### src/rtl/ras_stack_ctrl_if.sv
`default_nettype none
// ============================================================================
// Module      : ras_stack_ctrl_if
// Description : Request/response bundle between the fetch/branch logic and
//               the return-address stack controller.
//               master : CALL/RET requester (drives i_* requests)
//               slave  : ras_stack_ctrl (drives o_* responses and status)
// Signals     : i_push_req/i_push_addr  CALL push and its return address
//               i_pop_req               RET pop
//               i_err_clr               clear sticky error flags
//               o_ready                 controller can accept a request
//               o_push_ack/o_pop_ack    request accepted this cycle (comb)
//               o_pop_valid/o_pop_addr  popped address, one-cycle pulse
//               o_pc_sel                next-PC mux select (= o_pop_valid)
//               o_sp/o_full/o_empty     occupancy status
//               o_ovf_err/o_unf_err     sticky overflow/underflow flags
// Revision    : 1.0 - initial release
// ============================================================================
interface ras_stack_ctrl_if #(
  parameter int AW   = 16,
  parameter int PTRW = 3
);
  logic            i_push_req;
  logic [AW-1:0]   i_push_addr;
  logic            i_pop_req;
  logic            i_err_clr;
  logic            o_ready;
  logic            o_push_ack;
  logic            o_pop_ack;
  logic            o_pop_valid;
  logic [AW-1:0]   o_pop_addr;
  logic            o_pc_sel;
  logic [PTRW:0]   o_sp;
  logic            o_full;
  logic            o_empty;
  logic            o_ovf_err;
  logic            o_unf_err;

  modport master (
    output i_push_req, i_push_addr, i_pop_req, i_err_clr,
    input  o_ready, o_push_ack, o_pop_ack, o_pop_valid, o_pop_addr,
           o_pc_sel, o_sp, o_full, o_empty, o_ovf_err, o_unf_err
  );

  modport slave (
    input  i_push_req, i_push_addr, i_pop_req, i_err_clr,
    output o_ready, o_push_ack, o_pop_ack, o_pop_valid, o_pop_addr,
           o_pc_sel, o_sp, o_full, o_empty, o_ovf_err, o_unf_err
  );
endinterface
`default_nettype wire

### src/rtl/ras_stack_ctrl.sv
`default_nettype none
// ============================================================================
// Module      : ras_stack_ctrl
// Description : Return-address stack controller. Accepts CALL pushes and RET
//               pops, owns the stack pointer and a DEPTH-entry address store,
//               and drives the next-PC mux select. Overflow/underflow are
//               recorded in sticky flags.
// Ports       : clk    rising-edge clock
//               rst_n  asynchronous active-low reset
//               bus    ras_stack_ctrl_if.slave (requests in, status out)
// Revision    : 1.0 - initial release
// ============================================================================
module ras_stack_ctrl #(
  parameter int AW    = 16,
  parameter int DEPTH = 8,
  parameter int PTRW  = 3
) (
  input  wire logic          clk,
  input  wire logic          rst_n,
  ras_stack_ctrl_if.slave    bus
);

  localparam logic [1:0]    c_ST_IDLE   = 2'b00;
  localparam logic [1:0]    c_ST_POP_RD = 2'b01;
  localparam logic [PTRW:0] c_SP_FULL   = (PTRW+1)'(DEPTH);

  logic [1:0]      r_state;
  logic [1:0]      w_state_nxt;
  logic [PTRW:0]   r_sp;
  logic [AW-1:0]   r_mem [DEPTH];
  logic [AW-1:0]   r_pop_addr;
  logic            r_ovf_err;
  logic            r_unf_err;

  logic            w_idle;
  logic            w_full;
  logic            w_empty;
  logic            w_push_ack;
  logic            w_pop_ack;
  logic            w_ovf_set;
  logic            w_unf_set;
  logic [PTRW:0]   w_sp_dec;
  logic [PTRW-1:0] w_top_idx;
  logic [PTRW-1:0] w_wr_idx;
  logic            w_ready;
  logic            w_pop_valid;

  assign w_idle  = (r_state == c_ST_IDLE);
  assign w_full  = (r_sp == c_SP_FULL);
  assign w_empty = (r_sp == '0);

  // Push has priority over a simultaneous pop; requests outside IDLE are
  // simply not acknowledged and do not raise error flags.
  assign w_push_ack = w_idle & bus.i_push_req & ~w_full;
  assign w_pop_ack  = w_idle & bus.i_pop_req & ~bus.i_push_req & ~w_empty;
  assign w_ovf_set  = w_idle & bus.i_push_req & w_full;
  assign w_unf_set  = w_idle & bus.i_pop_req & ~bus.i_push_req & w_empty;

  // Index slices are only used when the gating guarantees 0 <= index < DEPTH.
  assign w_sp_dec  = r_sp - 1'b1;
  assign w_top_idx = w_sp_dec[PTRW-1:0];
  assign w_wr_idx  = r_sp[PTRW-1:0];

  // ---- FSM: state register ----
  always_ff @(posedge clk or negedge rst_n) begin
    if (!rst_n) begin
      r_state <= c_ST_IDLE;
    end else begin
      r_state <= w_state_nxt;
    end
  end

  // ---- FSM: next state ----
  always_comb begin
    w_state_nxt = c_ST_IDLE;
    case (r_state)
      c_ST_IDLE:   w_state_nxt = w_pop_ack ? c_ST_POP_RD : c_ST_IDLE;
      c_ST_POP_RD: w_state_nxt = c_ST_IDLE;
      default:     w_state_nxt = c_ST_IDLE;
    endcase
  end

  // ---- FSM: outputs ----
  // The popped address is valid for exactly the single POP_RD cycle.
  always_comb begin
    w_ready     = 1'b0;
    w_pop_valid = 1'b0;
    case (r_state)
      c_ST_IDLE:   w_ready     = 1'b1;
      c_ST_POP_RD: w_pop_valid = 1'b1;
      default:     w_ready     = 1'b0;
    endcase
  end

  // ---- stack pointer, popped address and sticky errors ----
  always_ff @(posedge clk or negedge rst_n) begin
    if (!rst_n) begin
      r_sp       <= '0;
      r_pop_addr <= '0;
      r_ovf_err  <= 1'b0;
      r_unf_err  <= 1'b0;
    end else begin
      if (w_push_ack) begin
        r_sp <= r_sp + 1'b1;
      end else if (w_pop_ack) begin
        r_sp       <= w_sp_dec;
        r_pop_addr <= r_mem[w_top_idx];
      end
      // A new error event wins over a clear in the same cycle.
      if (w_ovf_set) begin
        r_ovf_err <= 1'b1;
      end else if (bus.i_err_clr) begin
        r_ovf_err <= 1'b0;
      end
      if (w_unf_set) begin
        r_unf_err <= 1'b1;
      end else if (bus.i_err_clr) begin
        r_unf_err <= 1'b0;
      end
    end
  end

  // ---- address store (not reset) ----
  always_ff @(posedge clk) begin
    if (w_push_ack) begin
      r_mem[w_wr_idx] <= bus.i_push_addr;
    end
  end

  assign bus.o_ready     = w_ready;
  assign bus.o_push_ack  = w_push_ack;
  assign bus.o_pop_ack   = w_pop_ack;
  assign bus.o_pop_valid = w_pop_valid;
  assign bus.o_pc_sel    = w_pop_valid;
  assign bus.o_pop_addr  = r_pop_addr;
  assign bus.o_sp        = r_sp;
  assign bus.o_full      = w_full;
  assign bus.o_empty     = w_empty;
  assign bus.o_ovf_err   = r_ovf_err;
  assign bus.o_unf_err   = r_unf_err;

endmodule
`default_nettype wire

### src/flat_wrapper.sv
// flat-port wrapper written by rule: the top's interface ports become plain ports
module ras_stack_ctrl_flat 
#(
  parameter int AW    = 16,
  parameter int DEPTH = 8,
  parameter int PTRW  = 3
)
  (clk, rst_n, bus_i_push_req, bus_i_push_addr, bus_i_pop_req, bus_i_err_clr, bus_o_ready, bus_o_push_ack, bus_o_pop_ack, bus_o_pop_valid, bus_o_pop_addr, bus_o_pc_sel, bus_o_sp, bus_o_full, bus_o_empty, bus_o_ovf_err, bus_o_unf_err);
  ras_stack_ctrl_if #(.AW(AW), .PTRW(PTRW)) bus_i ();
  input  wire logic clk;
  input  wire logic rst_n;
  input wire logic [$bits(bus_i.i_push_req)-1:0] bus_i_push_req;
  input wire logic [$bits(bus_i.i_push_addr)-1:0] bus_i_push_addr;
  input wire logic [$bits(bus_i.i_pop_req)-1:0] bus_i_pop_req;
  input wire logic [$bits(bus_i.i_err_clr)-1:0] bus_i_err_clr;
  output wire logic [$bits(bus_i.o_ready)-1:0] bus_o_ready;
  output wire logic [$bits(bus_i.o_push_ack)-1:0] bus_o_push_ack;
  output wire logic [$bits(bus_i.o_pop_ack)-1:0] bus_o_pop_ack;
  output wire logic [$bits(bus_i.o_pop_valid)-1:0] bus_o_pop_valid;
  output wire logic [$bits(bus_i.o_pop_addr)-1:0] bus_o_pop_addr;
  output wire logic [$bits(bus_i.o_pc_sel)-1:0] bus_o_pc_sel;
  output wire logic [$bits(bus_i.o_sp)-1:0] bus_o_sp;
  output wire logic [$bits(bus_i.o_full)-1:0] bus_o_full;
  output wire logic [$bits(bus_i.o_empty)-1:0] bus_o_empty;
  output wire logic [$bits(bus_i.o_ovf_err)-1:0] bus_o_ovf_err;
  output wire logic [$bits(bus_i.o_unf_err)-1:0] bus_o_unf_err;
  assign bus_i.i_push_req = bus_i_push_req;
  assign bus_i.i_push_addr = bus_i_push_addr;
  assign bus_i.i_pop_req = bus_i_pop_req;
  assign bus_i.i_err_clr = bus_i_err_clr;
  assign bus_o_ready = bus_i.o_ready;
  assign bus_o_push_ack = bus_i.o_push_ack;
  assign bus_o_pop_ack = bus_i.o_pop_ack;
  assign bus_o_pop_valid = bus_i.o_pop_valid;
  assign bus_o_pop_addr = bus_i.o_pop_addr;
  assign bus_o_pc_sel = bus_i.o_pc_sel;
  assign bus_o_sp = bus_i.o_sp;
  assign bus_o_full = bus_i.o_full;
  assign bus_o_empty = bus_i.o_empty;
  assign bus_o_ovf_err = bus_i.o_ovf_err;
  assign bus_o_unf_err = bus_i.o_unf_err;
  ras_stack_ctrl #(.AW(AW), .DEPTH(DEPTH), .PTRW(PTRW)) u_core (.clk(clk), .rst_n(rst_n), .bus(bus_i));
endmodule
### config.mk
export PLATFORM = sky130hd
export DESIGN_NAME = ras_stack_ctrl_flat
export DESIGN_NICKNAME = d
export VERILOG_FILES = /design/src/rtl/ras_stack_ctrl_if.sv /design/src/rtl/ras_stack_ctrl.sv /design/src/flat_wrapper.sv
export SDC_FILE = /design/constraint.sdc
export NUM_CORES = 1
export LEC_CHECK = 0
export ABC_AREA = 1
export ABC_CLOCK_PERIOD_IN_PS = 4500
export CORE_MARGIN = 3
export CORE_UTILIZATION = 60
export DETAILED_ROUTE_END_ITERATION = 10
export PLACE_DENSITY = 0.82
export SLEW_MARGIN = 5
export SYNTH_ARGS = -nofsm -noshare
export SYNTH_HDL_FRONTEND = slang
export SYNTH_SLANG_ARGS = --single-unit
export TNS_END_PERCENT = 30
### constraint.sdc
create_clock -name clk -period 4.5 [get_ports clk]
set_input_delay 0.9 -clock clk [delete_from_list [all_inputs] [get_ports clk]]
set_output_delay 0.9 -clock clk [all_outputs]
set_load 0.01 [all_outputs]
# Yosys cells after proc, flatten, opt, wreduce, memory -nomap -nowiden
# Memories as Yosys holds them, arrays and structs flattened. A register that Yosys moved wholly into a read port is not among the register bits.
# Index checks and enable logic that the tools add are counted.
# word_totals
ff_bits,8
mem_bits_rw,128
elab_cells,38
n_memories,1
# classes
n_addsub,2
eq_ne,2
n_mux,11
bitwise_logic,11
n_reduce_logical,7
# memory_table
memory,words,width,rd,rd_clocked_by_memory_dff,write_ports,line_no,text
u_core.r_mem,8,16,1,1,1,ras_stack_ctrl.sv:30,logic [AW-1:0] r_mem [DEPTH];
# ops
cell,n
1-bit 2-to-1 mux,8
4-bit 2-to-1 mux,2
1-bit bitwise AND,7
2-bit nonzero test,3
4-bit by 1-bit adder with 4-bit output (second input constant),1
4-bit equality test (second input constant),1
4-bit zero test,1
1-bit inverter,4
4-bit by 1-bit subtractor with 4-bit output (second input constant),1
2-bit by 1-bit equality test with 1-bit output (second input constant),1
2-bit zero test,1
2-bit 2-to-1 mux,1
2-bit AND reduction,1
1-bit zero test,1

# Depth between registers and ports, before layout
# depth
depth_word,6
depth_mapped,10

# Worst setup path before layout
# OpenSTA, ideal clock, no wires.
# synth_timing
kind,register to register
startpoint,register u_core.r_sp[0] (netlist: u_core.bus.o_sp[0])
endpoint,memory u_core.r_mem[5][0] (enable)
setup_ns,0.409
arrival_time_ns,2.486
t_required_ns,4.091
setup_slack_ns,1.605
stages_incl_launch_ff,7
n_path_buf,1
synth_period_minus_slack_ns,2.895
cell_sequence,dfrtp_1 -> inv_2 -> clkbuf_1 -> ha_1 -> nand3_1 -> nand2_1 -> nor3_1
# synth_via
elab_chain_len,5
# synth_lines
element,line_no,text
start: declaration,ras_stack_ctrl.sv:29,logic [PTRW:0] r_sp;
start signal: assignment,ras_stack_ctrl.sv:104,r_sp <= r_sp + 1'b1;
start signal: assignment,ras_stack_ctrl.sv:106,r_sp <= w_sp_dec;
4-bit equality test,ras_stack_ctrl.sv:49,assign w_full = (r_sp == c_SP_FULL);
1-bit inverter,ras_stack_ctrl.sv:54,assign w_push_ack = w_idle & bus.i_push_req & ~w_full;
1-bit bitwise AND,ras_stack_ctrl.sv:54,
1-bit 2-to-1 mux,ras_stack_ctrl.sv:125,if (w_push_ack) begin
1-bit 2-to-1 mux (implied by the code),ras_stack_ctrl.sv:126,r_mem[w_wr_idx] <= bus.i_push_addr;
end: declaration,ras_stack_ctrl.sv:30,
# Parallel ways exist; a longest one is shown, timed or not.

# Worst setup path after layout
# layout_timing
startpoint,input bus_i_push_req
endpoint,output bus_o_pop_ack
# layout_via
elab_chain_len,3
# layout_lines
element,line_no,text
start: declaration,flat_wrapper.sv:12,input wire logic [$bits(bus_i.i_push_req)-1:0] bus_i_push_req;
1-bit inverter,ras_stack_ctrl.sv:55,assign w_pop_ack = w_idle & bus.i_pop_req & ~bus.i_push_req & ~w_empty;
1-bit bitwise AND (2 in a row),ras_stack_ctrl.sv:55,
end: declaration,flat_wrapper.sv:18,output wire logic [$bits(bus_i.o_pop_ack)-1:0] bus_o_pop_ack;
# Every way passes these cells.

==> impl_metrics.tcl <==
set metrics [dict create \
    numCtsBuffers 17 \
    num_rows 37 \
    core_area_mm2 0.0104 \
    drt_pass1_iterations 5 \
    cts_sinks 151 \
    yosys_warnings 0 \
    crit_fanout 19 \
    critical_path_class "primary input to output pin" \
    netlist.area_leader.share 0.597 \
    cts_tree "done" \
    syn_nets 645 \
    worst_slack_ns 0.951 \
    slew_violations 0 \
    die_w_um 110 \
    status "complete, no violations" \
    nNetsFinal 698 \
    cts_root_buffer "clkbuf_8" \
    crit_required_ns 3.60 \
    slowest_stage "clkdlybuf4s50_1" \
    fin_crit_sh 0.789 \
    h-tree-depth 4 \
    n_antenna_cell 0 \
    period_needed_ns 3.55 \
    power_leakage_nw 3.31 \
    max_freq_ghz 0.282 \
    cp_common_cell "clkdlybuf4s50_1" \
    hp-class "flip-flop to flip-flop" \
    drive_gt1_frac 0.0698 \
    port_buffers 49 \
    grt.total_usage 0.242 \
    rsz0062_at_grt "false" \
    p_total_mw 4.98 \
    skew_ns 0.00692 \
    synth_area_leaders "edfxtp_1 60%, nand2_1 12%, dfrtp_1 8.9%, nand3_1 8.0%, inv_1 6.2%" \
    maxCapViolCount 0 \
    dpl.hpwl_mm 7.70 \
    die_y_um 110 \
    antenna_found_initial 0 \
    max-slew-margin-rel 0.269 \
    endpoint_kind "output pin" \
    clk_pin_slew_ns 0.06 \
    gp_congestion 0.782 \
    final_cell_mix "208 x nand2_1, 128 x edfxtp_1, 106 x inv_1" \
    setup_violations 0 \
    wl_mm 13.4 \
    clock_latency_ns 0.52 \
    final_util 0.728 \
    layout_commonest_cell "nand2_1" \
    cts_buffer_depth 2 \
    grt_pass1_vias 4318 \
    hold_violations 0 \
    avgViaCountPerCell 5.38 \
    cp_cell_sequence "clkdlybuf4s50_1 > inv_1 > nand3_1 > nor2_8 > clkdlybuf4s50_1" \
    yosys.cell_types.count 24 \
    grt-ovfl-total 0 \
    drc_errors 0 \
    dr_total_vias 4434 \
    arrival_ns 2.65 \
    detail_route.wl_per_cell_um 16.3 \
    first_iter_violations 348 \
    ir_drop_mv 0.595 \
    yosys.area.top_type "edfxtp_1" \
    tightest_slew_ns 1.09 \
    ctsResizeCount 0 \
    die_area_mm2 0.0120 \
    area_growth_pct 17.3 \
    grt_max_degree 70 \
    detail-route-antenna-nets 0 \
    p_per_area_mw_per_mm2 660 \
    setup_tns_ns 0 \
    pre_cts_ws_ns 0.979 \
    post_cts_buffers 0 \
    syn_area_mm2 0.00643 \
    syn_area_per_cell_um2 10.3 \
    synthesis.instances 622 \
    start_util 0.621 \
    postCtsHoldBufs 0 \
    cp_slowest_stage_delay_ns 0.62 \
    pin_count 50 \
    synth.yosys.seq_area_share 0.687 \
    synth-seq-cells 151 \
    startpoint_type "primary input" \
    grt_first_pass_wirelength_mm 21.4 \
]
## cells in the mapped netlist
cell type / number
nor2_1: 8
nor2_8: 1
nand2_2: 1
inv_1: 106
o211ai_1: 1
o22ai_1: 1
inv_2: 3
buf_4: 2
clkbuf_1: 13
nand3_2: 2
nand3_1: 103
xor2_2: 1
o21ai_0: 1
xnor2_2: 1
clkbuf_2: 1
nand2_1: 208
buf_2: 10
nor3_1: 3
buf_6: 1
ha_1: 2
clkinv_1: 1
edfxtp_1: 128
xor2_1: 1
dfrtp_1: 23
## worst paths after layout
path / slack [ns] / to / startpoint / cells after the start
hold / removal: 0.48 / u_core.bus.o_pop_addr[12]$_DFFE_PN0P_ / u_core.bus.o_pop_addr[12]$_DFFE_PN0P_ / 2
max in group asynchronous: 3.46 / u_core.bus.o_sp[0]$_DFFE_PN0P_ / rst_n / 2
min in group asynchronous: 0.76 / u_core.bus.o_pop_addr[0]$_DFFE_PN0P_ / rst_n / 2
setup / recovery: 0.95 / bus_o_pop_ack / bus_i_push_req / 5
setup reg to reg: 1.99 / u_core.bus.o_pop_addr[6]$_DFFE_PN0P_ / u_core.bus.o_sp[1]$_DFFE_PN0P_ / 7
hold reg to reg: 0.48 / u_core.bus.o_pop_addr[12]$_DFFE_PN0P_ / u_core.bus.o_pop_addr[12]$_DFFE_PN0P_ / 2
## layout make-up
cell class              count  area, um2
clock inverters             7       33.8
inverters                 110        413
well taps                 136        170
repair buffers             61        581
fillers                   661       2820
clock buffers              25        444
multi-input cells         334       1490
flip-flops and latches    151       4420
## flip-flops by register name (all words and copies together) (netlist names)
signal / flops
u_core.r_state: 1
u_core.bus.o_sp: 4
u_core.bus.o_unf_err: 1
u_core.r_mem: 128
u_core.bus.o_pop_addr: 16
u_core.bus.o_ovf_err: 1
## power breakdown
| part | total, mW | internal [mW] | switching, mW | leakage [nW] |
|---|---|---|---|---|
| combinational | 1.95 | 0.673 | 1.28 | 1.63 |
| clock | 1.16 | 0.668 | 0.489 | 0.239 |
| sequential | 1.87 | 1.77 | 0.0991 | 1.45 |
| total | 4.98 | 3.11 | 1.87 | 3.31 |
## worst max-delay path, delay by kind of cell
kind | cells | cell delay [ns]
buffers and inverters | 3 | 1.09
and+or+nand+nor | 2 | 0.64
## kinds of logic (layout without fill, tap and decap cells)
family | after synthesis | after routing | share of synthesized area
AND/OR/NAND/NOR | 326 | 326 | 0.216
buffers and inverters | 137 | 203 | 0.0844
adder cells (fa/ha/maj) | 2 | 2 | 0.00389
flip-flops | 151 | 151 | 0.687
XOR/XNOR | 3 | 3 | 0.00642
AO/OA/AOI/OAI | 3 | 3 | 0.00292
## stage by stage
stage / cell area, um2 / cells / hold slack (ns)
2_1_floorplan: 6430 / 622 / 0.516
3_3_place_gp: 7070 / 792 / 0.462
3_5_place_dp: 7070 / 792 / 0.466
4_1_cts: 7550 / 824 / 0.481
5_1_grt: 7550 / 824 / 0.500
6_report: 7550 / 824 / 0.478
## layer usage
metal  vias up  share of wire  track usage
met3        25          0.077       0.0558
met4         0          0.017        0.102
met2       205           0.51        0.395
li1       2101              -            -
met1      2103           0.40        0.315
met5         -              0            0
No activity file was read; power rests on OpenSTA's default activity.
